File: config.mk
export PLATFORM = sky130hd
export DESIGN_NAME = eth_gmii_tx
export DESIGN_NICKNAME = d
export VERILOG_FILES = /design/src/rtl/eth_gmii_tx.sv
export SDC_FILE = /design/constraint.sdc
export NUM_CORES = 1
export LEC_CHECK = 0
export CAP_MARGIN = 40
export CORE_AREA = 3 3 96 116
export CTS_CLUSTER_SIZE = 24
export DETAILED_ROUTE_END_ITERATION = 8
export DIE_AREA = 0 0 99 119
export PLACE_DENSITY = 0.72
export SYNTH_ARGS = -nofsm -noshare
export SYNTH_HDL_FRONTEND = slang
export SYNTH_SLANG_ARGS = --single-unit
File: constraint.sdc
create_clock -name aclk -period 2.7 [get_ports aclk]
set_input_delay 0.675 -clock aclk [delete_from_list [all_inputs] [get_ports aclk]]
set_output_delay 0.675 -clock aclk [all_outputs]
set_load 0.02 [all_outputs]
File: src/rtl/eth_gmii_tx.sv
// Ethernet MAC transmit framer: AXI-Stream payload in, GMII out.
// Adds preamble/SFD, zero-pads short frames, appends CRC-32 FCS and holds the inter-frame gap.
module eth_gmii_tx #(
  parameter int IFG_CYCLES      = 12,
  parameter int MIN_FRAME_BYTES = 60
) (
  input  logic       aclk,
  input  logic       areset,
  input  logic [7:0] s_axis_tdata,
  input  logic       s_axis_tvalid,
  output logic       s_axis_tready,
  input  logic       s_axis_tlast,
  output logic [7:0] gmii_txd,
  output logic       gmii_tx_en,
  output logic       gmii_tx_er,
  output logic       frame_done,
  output logic       frame_err
);

  // Handshake: a payload byte moves when s_axis_tvalid and s_axis_tready are both
  // high at a rising edge of aclk; tready is registered and never depends on tvalid.

  typedef enum logic [2:0] {
    S_IDLE, S_PRE, S_SFD, S_DATA, S_PAD, S_FCS, S_DROP, S_IFG
  } state_t;

  localparam logic [31:0] CRC_INIT = 32'hFFFF_FFFF;
  localparam logic [31:0] MIN_LEN  = 32'(MIN_FRAME_BYTES);
  localparam logic [31:0] IFG_LEN  = 32'(IFG_CYCLES);

  state_t      state;
  logic [15:0] cnt;
  logic [10:0] byte_cnt;
  logic [31:0] crc;
  logic [10:0] byte_cnt_inc;
  logic [31:0] fcs;
  logic [7:0]  fcs_byte;

  function automatic logic [31:0] crc_step(input logic [31:0] c, input logic [7:0] d);
    logic [31:0] r;
    r = c;
    for (int i = 0; i < 8; i++) begin
      if (r[0] ^ d[i]) r = (r >> 1) ^ 32'hEDB8_8320;
      else             r = r >> 1;
    end
    return r;
  endfunction

  // Count saturates; only the pad decision looks at it.
  assign byte_cnt_inc = (byte_cnt == 11'h7FF) ? byte_cnt : byte_cnt + 11'd1;
  assign fcs          = ~crc;

  always_comb begin
    fcs_byte = fcs[7:0];
    case (cnt[1:0])
      2'd0:    fcs_byte = fcs[7:0];
      2'd1:    fcs_byte = fcs[15:8];
      2'd2:    fcs_byte = fcs[23:16];
      default: fcs_byte = fcs[31:24];
    endcase
  end

  always_ff @(posedge aclk) begin
    if (areset) begin
      state         <= S_IDLE;
      cnt           <= '0;
      byte_cnt      <= '0;
      crc           <= CRC_INIT;
      s_axis_tready <= 1'b0;
      gmii_txd      <= 8'h00;
      gmii_tx_en    <= 1'b0;
      gmii_tx_er    <= 1'b0;
      frame_done    <= 1'b0;
      frame_err     <= 1'b0;
    end else begin
      frame_done <= 1'b0;
      frame_err  <= 1'b0;
      gmii_tx_er <= 1'b0;
      case (state)
        S_IDLE: begin
          gmii_tx_en    <= 1'b0;
          gmii_txd      <= 8'h00;
          s_axis_tready <= 1'b0;
          crc           <= CRC_INIT;
          byte_cnt      <= '0;
          cnt           <= '0;
          if (s_axis_tvalid) state <= S_PRE;
        end
        S_PRE: begin
          gmii_tx_en <= 1'b1;
          gmii_txd   <= 8'h55;
          if (cnt == 16'd6) begin
            cnt   <= '0;
            state <= S_SFD;
          end else begin
            cnt <= cnt + 16'd1;
          end
        end
        S_SFD: begin
          gmii_tx_en    <= 1'b1;
          gmii_txd      <= 8'hD5;
          s_axis_tready <= 1'b1;
          state         <= S_DATA;
        end
        S_DATA: begin
          if (s_axis_tready && s_axis_tvalid) begin
            gmii_tx_en <= 1'b1;
            gmii_txd   <= s_axis_tdata;
            crc        <= crc_step(crc, s_axis_tdata);
            byte_cnt   <= byte_cnt_inc;
            if (s_axis_tlast) begin
              s_axis_tready <= 1'b0;
              cnt           <= '0;
              state         <= ({21'd0, byte_cnt_inc} < MIN_LEN) ? S_PAD : S_FCS;
            end
          end else if (s_axis_tready) begin
            // Source starved mid-frame: poison the frame on the wire, then discard the rest.
            gmii_tx_en <= 1'b1;
            gmii_tx_er <= 1'b1;
            gmii_txd   <= 8'h00;
            frame_err  <= 1'b1;
            state      <= S_DROP;
          end
        end
        S_PAD: begin
          gmii_tx_en <= 1'b1;
          gmii_txd   <= 8'h00;
          crc        <= crc_step(crc, 8'h00);
          byte_cnt   <= byte_cnt_inc;
          if ({21'd0, byte_cnt_inc} >= MIN_LEN) begin
            cnt   <= '0;
            state <= S_FCS;
          end
        end
        S_FCS: begin
          gmii_tx_en <= 1'b1;
          gmii_txd   <= fcs_byte;
          if (cnt[1:0] == 2'd3) begin
            frame_done <= 1'b1;
            cnt        <= '0;
            state      <= S_IFG;
          end else begin
            cnt <= cnt + 16'd1;
          end
        end
        S_DROP: begin
          gmii_tx_en <= 1'b0;
          gmii_txd   <= 8'h00;
          if (s_axis_tready && s_axis_tvalid && s_axis_tlast) begin
            s_axis_tready <= 1'b0;
            cnt           <= '0;
            state         <= S_IFG;
          end
        end
        S_IFG: begin
          gmii_tx_en <= 1'b0;
          gmii_txd   <= 8'h00;
          if (32'(cnt) + 32'd1 >= IFG_LEN) begin
            cnt   <= '0;
            state <= S_IDLE;
          end else begin
            cnt <= cnt + 16'd1;
          end
        end
        default: state <= S_IDLE;
      endcase
    end
  end

endmodule

# ---- After elaboration in Yosys (flattened, before gate mapping)
# Index checks and enable logic that the tools add are counted.
dict set report word_totals {
  elab_cells 167
  reg_bits 74
}
dict set report classes {
  add_sub_neg 3
  mux 88
  bitwise_logic 26
  n_eq_ne 22
  reduce_logical 16
  order_cmp 3
}
# operator count
set ops {}
lappend ops {{32-bit 2-to-1 mux} 52}
lappend ops {{13-bit NOT with 14-bit output} 15}
lappend ops {{16-bit 2-to-1 mux} 7}
lappend ops {{16-bit case mux with 7 select lines} 1}
lappend ops {{32-bit case mux with 3 select lines} 1}
lappend ops {{8-bit case mux with 5 select lines} 1}
lappend ops {{11-bit case mux with 3 select lines} 1}
lappend ops {{32-bit NOT} 1}
lappend ops {{3-bit 2-to-1 mux} 9}
lappend ops {{3-bit case mux with 8 select lines} 1}
lappend ops {{8-bit case mux with 3 select lines} 1}
lappend ops {{11-bit 2-to-1 mux} 2}
lappend ops {{16-bit by 1-bit adder with 17-bit output (second input constant)} 1}
lappend ops {{17-bit by 4-bit greater-or-equal comparator with 1-bit output (second input constant)} 1}
lappend ops {{16-bit by 1-bit adder with 16-bit output (second input constant)} 1}
lappend ops {{16-bit by 3-bit equality test with 1-bit output (second input constant)} 1}
lappend ops {{8-bit 2-to-1 mux} 2}
lappend ops {{2-bit != test (second input constant)} 8}
lappend ops {{3-bit equality test (second input constant)} 4}
lappend ops {{11-bit by 1-bit adder with 11-bit output (second input constant)} 1}
lappend ops {{11-bit equality test (second input constant)} 1}
lappend ops {{11-bit by 6-bit greater-or-equal comparator with 1-bit output (second input constant)} 1}
lappend ops {{11-bit by 6-bit < comparator with 1-bit output (second input constant)} 1}
lappend ops {{1-bit 2-to-1 mux} 8}
lappend ops {{other kinds (22)} 36}

# ---- Logic depth before layout (Yosys ltp)
# Gate-level depths: netlist of run 1.
dict set report depth {
  ltp_word 39
  depth_mapped 10
  mapped_depth_nobuf 8
}

# ---- Least setup slack after synthesis of run 1
# OpenSTA, ideal clock, no wires.
dict set report synth_path {
  path_kind {reg2reg}
  start {register byte_cnt[0]}
  end {register cnt[13]}
  required_time_ns 2.580
  slack_ns 0.329
  path_stages_with_launch 11
  arrival_ns 2.251
  setup_ns 0.120
  cell_sequence {dfxtp_1 ha_1 nand3_1 or3_1 buf_2 nand3_2 a41oi_2 or2_1 and2_1 buf_6 a211o_1}
}
dict set report synth_between {
  elab_chain_cells 5
  word_cells_on_any_way 6
  classes_between {add/sub: 1; order compare: 1; eq/ne: 2; mux: 1; reduce/logical: 1}
}
# element line_no
set synth_rtl {}
lappend synth_rtl {{from (decl)} 33} ;# logic [10:0] byte_cnt;
lappend synth_rtl {{from (signal assigned)} 110} ;# byte_cnt <= byte_cnt_inc;
lappend synth_rtl {{from (signal assigned)} 129} ;# byte_cnt <= byte_cnt_inc;
lappend synth_rtl {{11-bit by 1-bit adder with 11-bit output / 11-bit equality test (equally long branches)} 50} ;# assign byte_cnt_inc = (byte_cnt == 11'h7FF) ? byte_cnt : byte_cnt + 11'd1;
lappend synth_rtl {{11-bit 2-to-1 mux (*)} 50}
lappend synth_rtl {{11-bit by 6-bit greater-or-equal comparator with 1-bit output (*)} 130} ;# if ({21'd0, byte_cnt_inc} >= MIN_LEN) begin
lappend synth_rtl {{2-bit != test (no source line) (*)} --}
lappend synth_rtl {{5-bit AND reduction (no source line) (*)} --}
lappend synth_rtl {{to (signal assigned)} 96} ;# cnt <= cnt + 16'd1;
lappend synth_rtl {{to (signal assigned)} 143} ;# cnt <= cnt + 16'd1;
lappend synth_rtl {{to (signal assigned)} 162} ;# cnt <= cnt + 16'd1;
lappend synth_rtl {{to (decl)} 32} ;# logic [15:0] cnt;
# Every way passes the cells marked *; elsewhere a longest branch is shown, timed or not.
# A chain may end at the register's enable or synchronous reset.

# ---- Final worst setup path of run 1
dict set report layout_path {
  start {register cnt[1]}
  end {register state[0]}
}
dict set report layout_between {
  elab_chain_cells 4
  word_cells_on_any_way 8
  classes_between {add/sub: 1; order compare: 1; eq/ne: 5; reduce/logical: 1}
}
# element line_no
set layout_rtl {}
lappend layout_rtl {{16-bit by 1-bit adder with 17-bit output} 158} ;# if (32'(cnt) + 32'd1 >= IFG_LEN) begin
lappend layout_rtl {{17-bit by 4-bit greater-or-equal comparator with 1-bit output} 158}
lappend layout_rtl {{2-bit != test (no source line)} --}
lappend layout_rtl {{8-bit AND reduction (no source line) (*)} --}
lappend layout_rtl {{to (signal assigned)} 114} ;# state <= ({21'd0, byte_cnt_inc} < MIN_LEN) ? S_PAD : S_FCS;
lappend layout_rtl {{to (decl)} 31} ;# state_t state;
# Marked as above.

==> summary.md, run 1 <==
| Metric | Value |
|---|---|
| Status | finished, final reports clean |
| Post-DP HPWL | around 13,000 um |
| Area Overhead vs Synth | 18.9% |
| Initial antenna violation count | 0 |
| Max Slew Vio Count | 0 |
| Switching Fraction | 0.414 |
| CP endpoint kind | register |
| Avg Inst Size Synth | about 8 um^2 |
| 1st-pass router iterations | 5 |
| Crit path launch | cnt[1] |
| CTS clk-pin slew, worst paths | 0.06 ns |
| Critical path type | reg2reg |
| # nets final | between 700 and 800 |
| Vias in the first global route | about 5,500 |
| Core Footprint | just over 10,000 um^2 |
| Switching power | between 2000 and 3000 uW |
| Synth cell types | 77 |
| GRT overflow | 0 |
| Crit-path max FO | 13 |
| Worst Tran Pin Value | ~0.64 ns |
| Fraction of layout cells with a size suffix above 1 | 0.167 |
| TritonCTS clock tree | built |
| Skew final | 0.00490 ns |
| Final Cycle Share | 0.960 |
| DRT iter0 DRCs | roughly 380 |
| Clk pwr share | 0.206 |
| # H-tree levels | 3 |
| Largest net degree at the start of global routing | 24 |
| Placed cells | 879 |
| Yosys warnings | 0 |
| Min Tclk post-route | roughly 2.6 ns |
| Post_cts resized | 1 |
| Post-Place Cell Area | 6400 um^2 |
| Die Height | approximately 120 um |
| Relative slew slack | 0.575 |
| Crit path required time | approximately 3 ns |
| Post-synth EDFFs | 0 |
| DP Worst Slack | -0.0835 ns |
| Final setup fails | 0 |
| FFs w/ async S/R, synth | 0 |
| Synth Flop Type | dfxtp_1 |
| Total CTS buffers | 9 |
| CTS root buf | clkbuf_16 |
| Sequential power share | 0.247 |
| Per-cell routed wire length | approximately 20 um |
| Clock Sinks | 74 |
| Drt drc | 0 |
| # hold bufs at CTS | 0 |
| Cell Int Power | between 3000 and 4000 uW |
| Final Hold Fails | 0 |
| Routed Antenna Nets | 0 |
| Comb pwr share | 0.547 |
| Pwr Density | 902 nW/um^2 |
| Max VDD drop | approximately 0.00057 V |
| Starting Density | 0.564 |
| CTS max path bufs | 2 |
| GRT Util Overall | 0.301 |
| Register area | ~1500 um^2 |
| Post-synthesis cell count | roughly 700 |
| Layout Cells excl Fill | 894 |
| Final Cell Area | slightly below 7000 um^2 |
| Min-Delay Path Class | reg2reg |
| Rows | 40 |
| Pleak | ~0.0024 uW |
| Die Area | about 12,000 um^2 |
| # Max-Cap Violations | 0 |
| First-pass GRT wire length | 28,400 um |
| Hold path start | crc[25] |
| RSZ-0062 raised after global routing | false |
| Final worst slack | approximately 0.11 ns |
| Leading area contributor after synthesis | dfxtp_1 |
| Synth top area share | 0.261 |
| Vias per cell | approximately 6.4 |
| Setup Buffers After CTS | 0 |
| Fmax achieved | 0.386 GHz |
| Net Count, Synth | between 700 and 800 |
| Port Buf Inserts | 24 |
| Skew-Pair Late Insertion Delay | ~0.34 ns |
| Worst setup SP type | register |
| Vias post-DR | approximately 5,700 |
| # fillers | approximately 840 |
| Worst R2R Start | cnt[1] |
| Post-Syn Area | approximately 5700 um^2 |
| Final RePlAce weighted congestion | around 1.0 |
| Total Wirelength | 17,500 um |
| Multi-input gate area | about 3900 um^2 |
| Worst Path Arrival | about 2.9 ns |
| Io pins | 25 |
| Seq cells post-synth | 74 |
| Seq/Total Area, Yosys | 0.261 |
| Die width | approximately 99 um |
| Antenna Cells | 0 |
| Top cells by area, synth | dfxtp_1, xnor2_1, xor2_1 |
## critical path, stage by stage, from the launching register on
cell,delay (ns)
dfxtp_1,0.45
nand2_1,0.24
or3_1,0.43
o32a_1,0.35
a211oi_2,0.38
a21oi_4,0.20
and4b_1,0.26
nor4_2,0.19
## per-layer routing
| layer | routed length (um) | global-route usage |
|---|---|---|
| met3 | 1100 | 0.0480 |
| met4 | 1060 | 0.188 |
| met5 | 0 | 0 |
| met2 | 8380 | 0.500 |
| met1 | 6990 | 0.359 |
## cell type report
class | instances | share of cell area
flip-flops and latches | 74 | 0.220
repair buffers | 102 | 0.124
multi-input cells | 561 | 0.579
inverters | 16 | 0.00891
clock buffers | 13 | 0.0401
clock inverters | 2 | 0.00520
well taps | 126 | 0.0234
## cell usage in the layout (no fill, tap or decap), types with 6 or more instances in the layout
cell type / n
xnor2_1: 89
buf_4: 77
dfxtp_1: 74
nand2_1: 65
nor2_1: 52
a21oi_1: 38
o21ai_0: 32
xor2_1: 28
clkdlybuf4s50_1: 23
nand3_1: 20
nor3_1: 19
inv_1: 16
nor2b_1: 12
o211ai_1: 12
a211oi_1: 11
o221ai_1: 11
or3_1: 10
o22ai_1: 9
a21o_1: 9
clkbuf_16: 9
o311ai_0: 8
o21a_1: 7
a221oi_1: 7
a22oi_1: 6
a211o_1: 6
## sequential cells by signal, indices dropped and copies added, names as in the netlist
register	count
byte_cnt	11
cnt	16
crc	32
frame_done	1
frame_err	1
gmii_tx_en	1
gmii_txd	8
s_axis_tready	1
state	3
## power groups by stage
stage	Clock, uW	Sequential, uW	Combinational (uW)
2_1_floorplan	0	1420	2320
3_3_place_gp	0	1510	3170
3_5_place_dp	0	1520	3230
4_1_cts	1260	1500	3280
5_1_grt	1300	1520	3580
6_report	1250	1500	3320
## stage by stage
step | total power (uW) | hold slack, ns | utilization | setup TNS [ns]
2_1_floorplan | 3730 | 0.472 | - | 0
4_1_cts | 6040 | 0.517 | 0.667 | 0
3_3_place_gp | 4680 | 0.499 | 0.636 | -0.0746
6_report | 6080 | 0.525 | 0.670 | 0
3_5_place_dp | 4750 | 0.506 | 0.636 | -0.350
5_1_grt | 6400 | 0.536 | 0.670 | 0
## cell usage after synthesis (11+ instances only)
cell,number
inv_1,16
xor2_1,28
a21oi_1,40
xnor2_1,89
nor2b_1,12
nand3_1,20
nor3_1,19
buf_2,15
nor2_1,52
clkbuf_1,35
a211oi_1,11
dfxtp_1,74
nand2_1,65
o221ai_1,11
o211ai_1,12
o21ai_0,32
## cells by family (layout without fill, tap and decap cells)
family,Yosys count,after routing,synth area share
compound gates,197,197,0.246
xor+xnor,126,126,0.213
fa+ha+maj,7,7,0.0150
buf+inv,75,133,0.0585
flops,74,74,0.261
mux,3,3,0.00552
simple gates,228,228,0.201
## final timing paths
check        cells after the start  slack (ns)       end
max reg2reg                      7        0.11  state[0]
min reg2reg                      2        0.53   crc[25]
min                              2        0.53   crc[25]
max                              7        0.11  state[0]
Power figures use the tool's default switching activity.
==> inputs of run 2 (changes only) <==
--- a/config.mk
+++ b/config.mk
@@ -5,11 +5,12 @@
 export SDC_FILE = /design/constraint.sdc
 export NUM_CORES = 1
 export LEC_CHECK = 0
+export ABC_AREA = 1
 export CAP_MARGIN = 40
-export CORE_AREA = 3 3 96 116
+export CORE_AREA = 3 3 98 119
 export CTS_CLUSTER_SIZE = 24
 export DETAILED_ROUTE_END_ITERATION = 8
-export DIE_AREA = 0 0 99 119
+export DIE_AREA = 0 0 101 122
 export PLACE_DENSITY = 0.72
 export SYNTH_ARGS = -nofsm -noshare
 export SYNTH_HDL_FRONTEND = slang
==> summary.md, run 2 <==
| Metric | Value |
|---|---|
| Max VDD drop | 0.000529 V (-7.8%) |
| Top flop regs | crc: 32 flops, cnt: 16 flops, byte_cnt: 11 flops |
| CP Cell Sequence | clkdlybuf4s50_1, xnor2_2, xor2_2, xnor2_1, clkinv_1, nand2_1, nand3_1, o211ai_1, nand2_1, nand3_1 |
| Avg Inst Size Synth | 6.66 um^2 (-17%) |
| Fmax achieved | 0.406 GHz (+5.1%) |
| Net Count, Synth | 919 (+26%) |
| Seq/Total Area, Yosys | 0.247 (-0.0141) |
| Rows | 41 (+2.5%) |
| Pwr Density | 1210 nW/um^2 (+34%) |
| Crit path buffers/inverters | 2 (+2) |
| Post-DP HPWL | 14,100 um (+10%) |
| # Max-Cap Violations | 0 (unchanged) |
| CTS root buf | clkbuf_16 |
| Initial antenna violation count | 0 (unchanged) |
| Setup Buffers After CTS | 0 (unchanged) |
| Post-Syn Area | 5990 um^2 (+5.7%) |
| GRT overflow | 0 (unchanged) |
| Most common cell in the netlist | nand2_1 |
| Largest register by flop count | crc |
| Post-Route M1 WL | 7650 um (+9.3%) |
| Drt drc | 0 (unchanged) |
| TritonCTS clock tree | built |
| 1st-pass router iterations | 5 (unchanged) |
| Die Area | 12,300 um^2 (+4.6%) |
| Min-Delay Path Class | reg2reg |
| Post-Place Cell Area | 6520 um^2 (+1.8%) |
| Max Slew Vio Count | 0 (unchanged) |
| Slowest-stage cell, CP | clkdlybuf4s50_1 |
| # H-tree levels | 3 (unchanged) |
| Routed Antenna Nets | 0 (unchanged) |
| Detailed route wirelength on metal2 | 9640 um (+15%) |
| CTS max path bufs | 2 (unchanged) |
| Max layer used | met4 |
| Synth Flop Type | dfxtp_1 |
| CTS clk-pin slew, worst paths | 0.06 ns (about the same) |
| FFs w/ async S/R, synth | 0 (unchanged) |
| Worst Tran Pin Value | 0.667 ns (+0.0306 ns) |
| Final setup fails | 0 (unchanged) |
| Seq cells post-synth | 74 (unchanged) |
| Starting Density | 0.567 (+0.00346) |
| Antenna Cells | 0 (unchanged) |
| Min Tclk post-route | 2.47 ns (-0.127 ns) |
| Post-synthesis cell count | 900 (+27%) |
| Most common library cell in the layout ignoring fill and taps | nand2_1 |
| Largest net degree at the start of global routing | 50 (+110%) |
| Die width | 101 um (+2.0%) |
| Fraction of layout cells with a size suffix above 1 | 0.113 (-0.0533) |
| Leading area contributor after synthesis | dfxtp_1 |
| # hold bufs at CTS | 0 (unchanged) |
| Final Hold Fails | 0 (unchanged) |
| Crit path required time | 2.99 ns (+0.03 ns) |
| Die Height | 122 um (+2.5%) |
| Final Cell Area | 6860 um^2 (+1.8%) |
| Core Footprint | 10,600 um^2 (+5.0%) |
| Skew final | 0.00671 ns (+0.00181 ns) |
| GRT Util Overall | 0.318 (+0.0169) |
| Placed cells | 1,058 (+20%) |
| Kind of cell adding the most delay to the critical path | XOR/XNOR gates |
| Clock Sinks | 74 (unchanged) |
| Relative slew slack | 0.553 (-0.0220) |
| First-pass GRT wire length | 30,400 um (+6.9%) |
| CP peak stage delay | 0.48 ns (+0.03 ns) |
| Io pins | 25 (unchanged) |
| # fillers | 967 (+15%) |
| Total Wirelength | 19,200 um (+9.3%) |
| Crit-path max FO | 5 (-8) |
| Synth cell types | 44 (-43%) |
| Met3 wire length | 1100 um (-0.63%) |
| Top cells by area, synth | dfxtp_1, nand2_1, xor2_1 |
| Status | finished, final reports clean |
| DP Worst Slack | -0.135 ns (-0.0512 ns) |
| Final RePlAce weighted congestion | 0.922 (-7.4%) |
| Area Overhead vs Synth | 14.5% |
| Critical path type | in2reg |
| Port Buf Inserts | 24 (unchanged) |
| Vias per cell | 5.78 (-9.2%) |
| Vias in the first global route | 6,013 (+9.7%) |
| Post-synth EDFFs | 0 (unchanged) |
| Worst Path Arrival | 2.75 ns (-0.10 ns) |
| Worst setup SP type | input pin |
| Skew-Pair Late Insertion Delay | 0.35 ns (about the same) |
| Final worst slack | 0.235 ns (+0.127 ns) |
| Per-cell routed wire length | 17.9 um (-9.0%) |
| Yosys warnings | 0 (unchanged) |
| Layout Cells excl Fill | 1,073 (+20%) |
| Synth top area share | 0.247 (-0.0141) |
| RSZ-0062 raised after global routing | false |
| Final Cycle Share | 0.913 (-0.0470) |
| DRT iter0 DRCs | 357 (-5.6%) |
| Largest register FFs | 32 (unchanged) |
| Total CTS buffers | 9 (unchanged) |
| Synth cell count leaders | nand2_1, inv_1, a21oi_1 |
| Layout Utilization | 0.649 (-0.0208) |
| # nets final | 959 (+23%) |
| Most frequent cells in the layout | nand2_1, inv_1, a21oi_1, dfxtp_1, xor2_1 |
| Pleak | 0.00292 uW (+23%) |
| Vias post-DR | 6,207 (+9.0%) |
| CP endpoint kind | register |
## run 2: cell count changes after synthesis, sizes merged, moves of 10 or more
cell and delta:
nand2 +156, inv +78, xnor2 -52, a21oi +43
nand3 +36, xor2 +36, o21ai +31, clkbuf -19
nor2 +19, nor2b -12, nor3 -11, a211oi -10
or3 -10
## run 2: cells by family (layout without fill, tap and decap cells)
kind of cell / Yosys count / in the layout / synth area share
compound gates: 194 / 194 / 0.182
xor+xnor: 110 / 110 / 0.180
fa+ha+maj: 7 / 7 / 0.0146
buf+inv: 132 / 176 / 0.0927
flops: 74 / 74 / 0.247
simple gates: 383 / 383 / 0.284
## run 2: metal layers
metal | global-route usage | vias to the layer above
met5 | 0 | -
met3 | 0.0407 | 61
met1 | 0.371 | 2902
li1 | - | 3025
met2 | 0.566 | 219
met4 | 0.156 | 0
## run 2: repair_timing
item,in CTS,in global routing
setup endpoints to repair,0,1
gates resized for setup,0,1
endpoints found under the hold margin,0,0
## run 2: per-stage QoR
| step | hold WS [ns] | TNS [ns] | power, uW |
|---|---|---|---|
| 2_1_floorplan | 0.447 | 0 | 5400 |
| 3_3_place_gp | 0.453 | -0.242 | 6670 |
| 3_5_place_dp | 0.463 | -0.287 | 6780 |
| 4_1_cts | 0.471 | 0 | 8220 |
| 5_1_grt | 0.489 | 0 | 8820 |
| 6_report | 0.466 | 0 | 8270 |
## run 2: path summary, 6_finish.rpt
kind	from	end	slack, ns	cells past startpoint
max reg2reg	cnt[1]	cnt[12]	0.28	14
max	s_axis_tdata[4]	crc[27]	0.23	10
min reg2reg	gmii_tx_en	gmii_tx_en	0.47	2
min	gmii_tx_en	gmii_tx_en	0.47	2
## run 2: worst reg2reg max path, cell delays in order (launching register included)
cell and delay [ns]:
dfxtp_1 0.45, ha_2 0.28, inv_1 0.14, ha_1 0.30, inv_1 0.09, nand3_1 0.08, nor2_1 0.10, nand2_1 0.06
nand2_1 0.06, nor2_1 0.04, nand2_1 0.09, nand3_2 0.20, buf_4 0.23, a22oi_1 0.13, nor2_1 0.06
## run 2: layout make-up
cell class                      count  area (um^2)  share of cell area
Clock buffer                       11          243              0.0354
Timing Repair Buffer               64          553              0.0806
Clock inverter                      4         98.8              0.0144
Multi-Input combinational cell    694         3960               0.577
Sequential cell                    74         1480               0.216
Tap cell                          129          161              0.0235
Inverter                           97          364              0.0531
## run 2: report_power, final
part	total, uW	internal (uW)	switching [uW]
clock network	1420	927	493
logic	5110	1950	3160
registers	1740	1350	383
total	8270	4230	4040
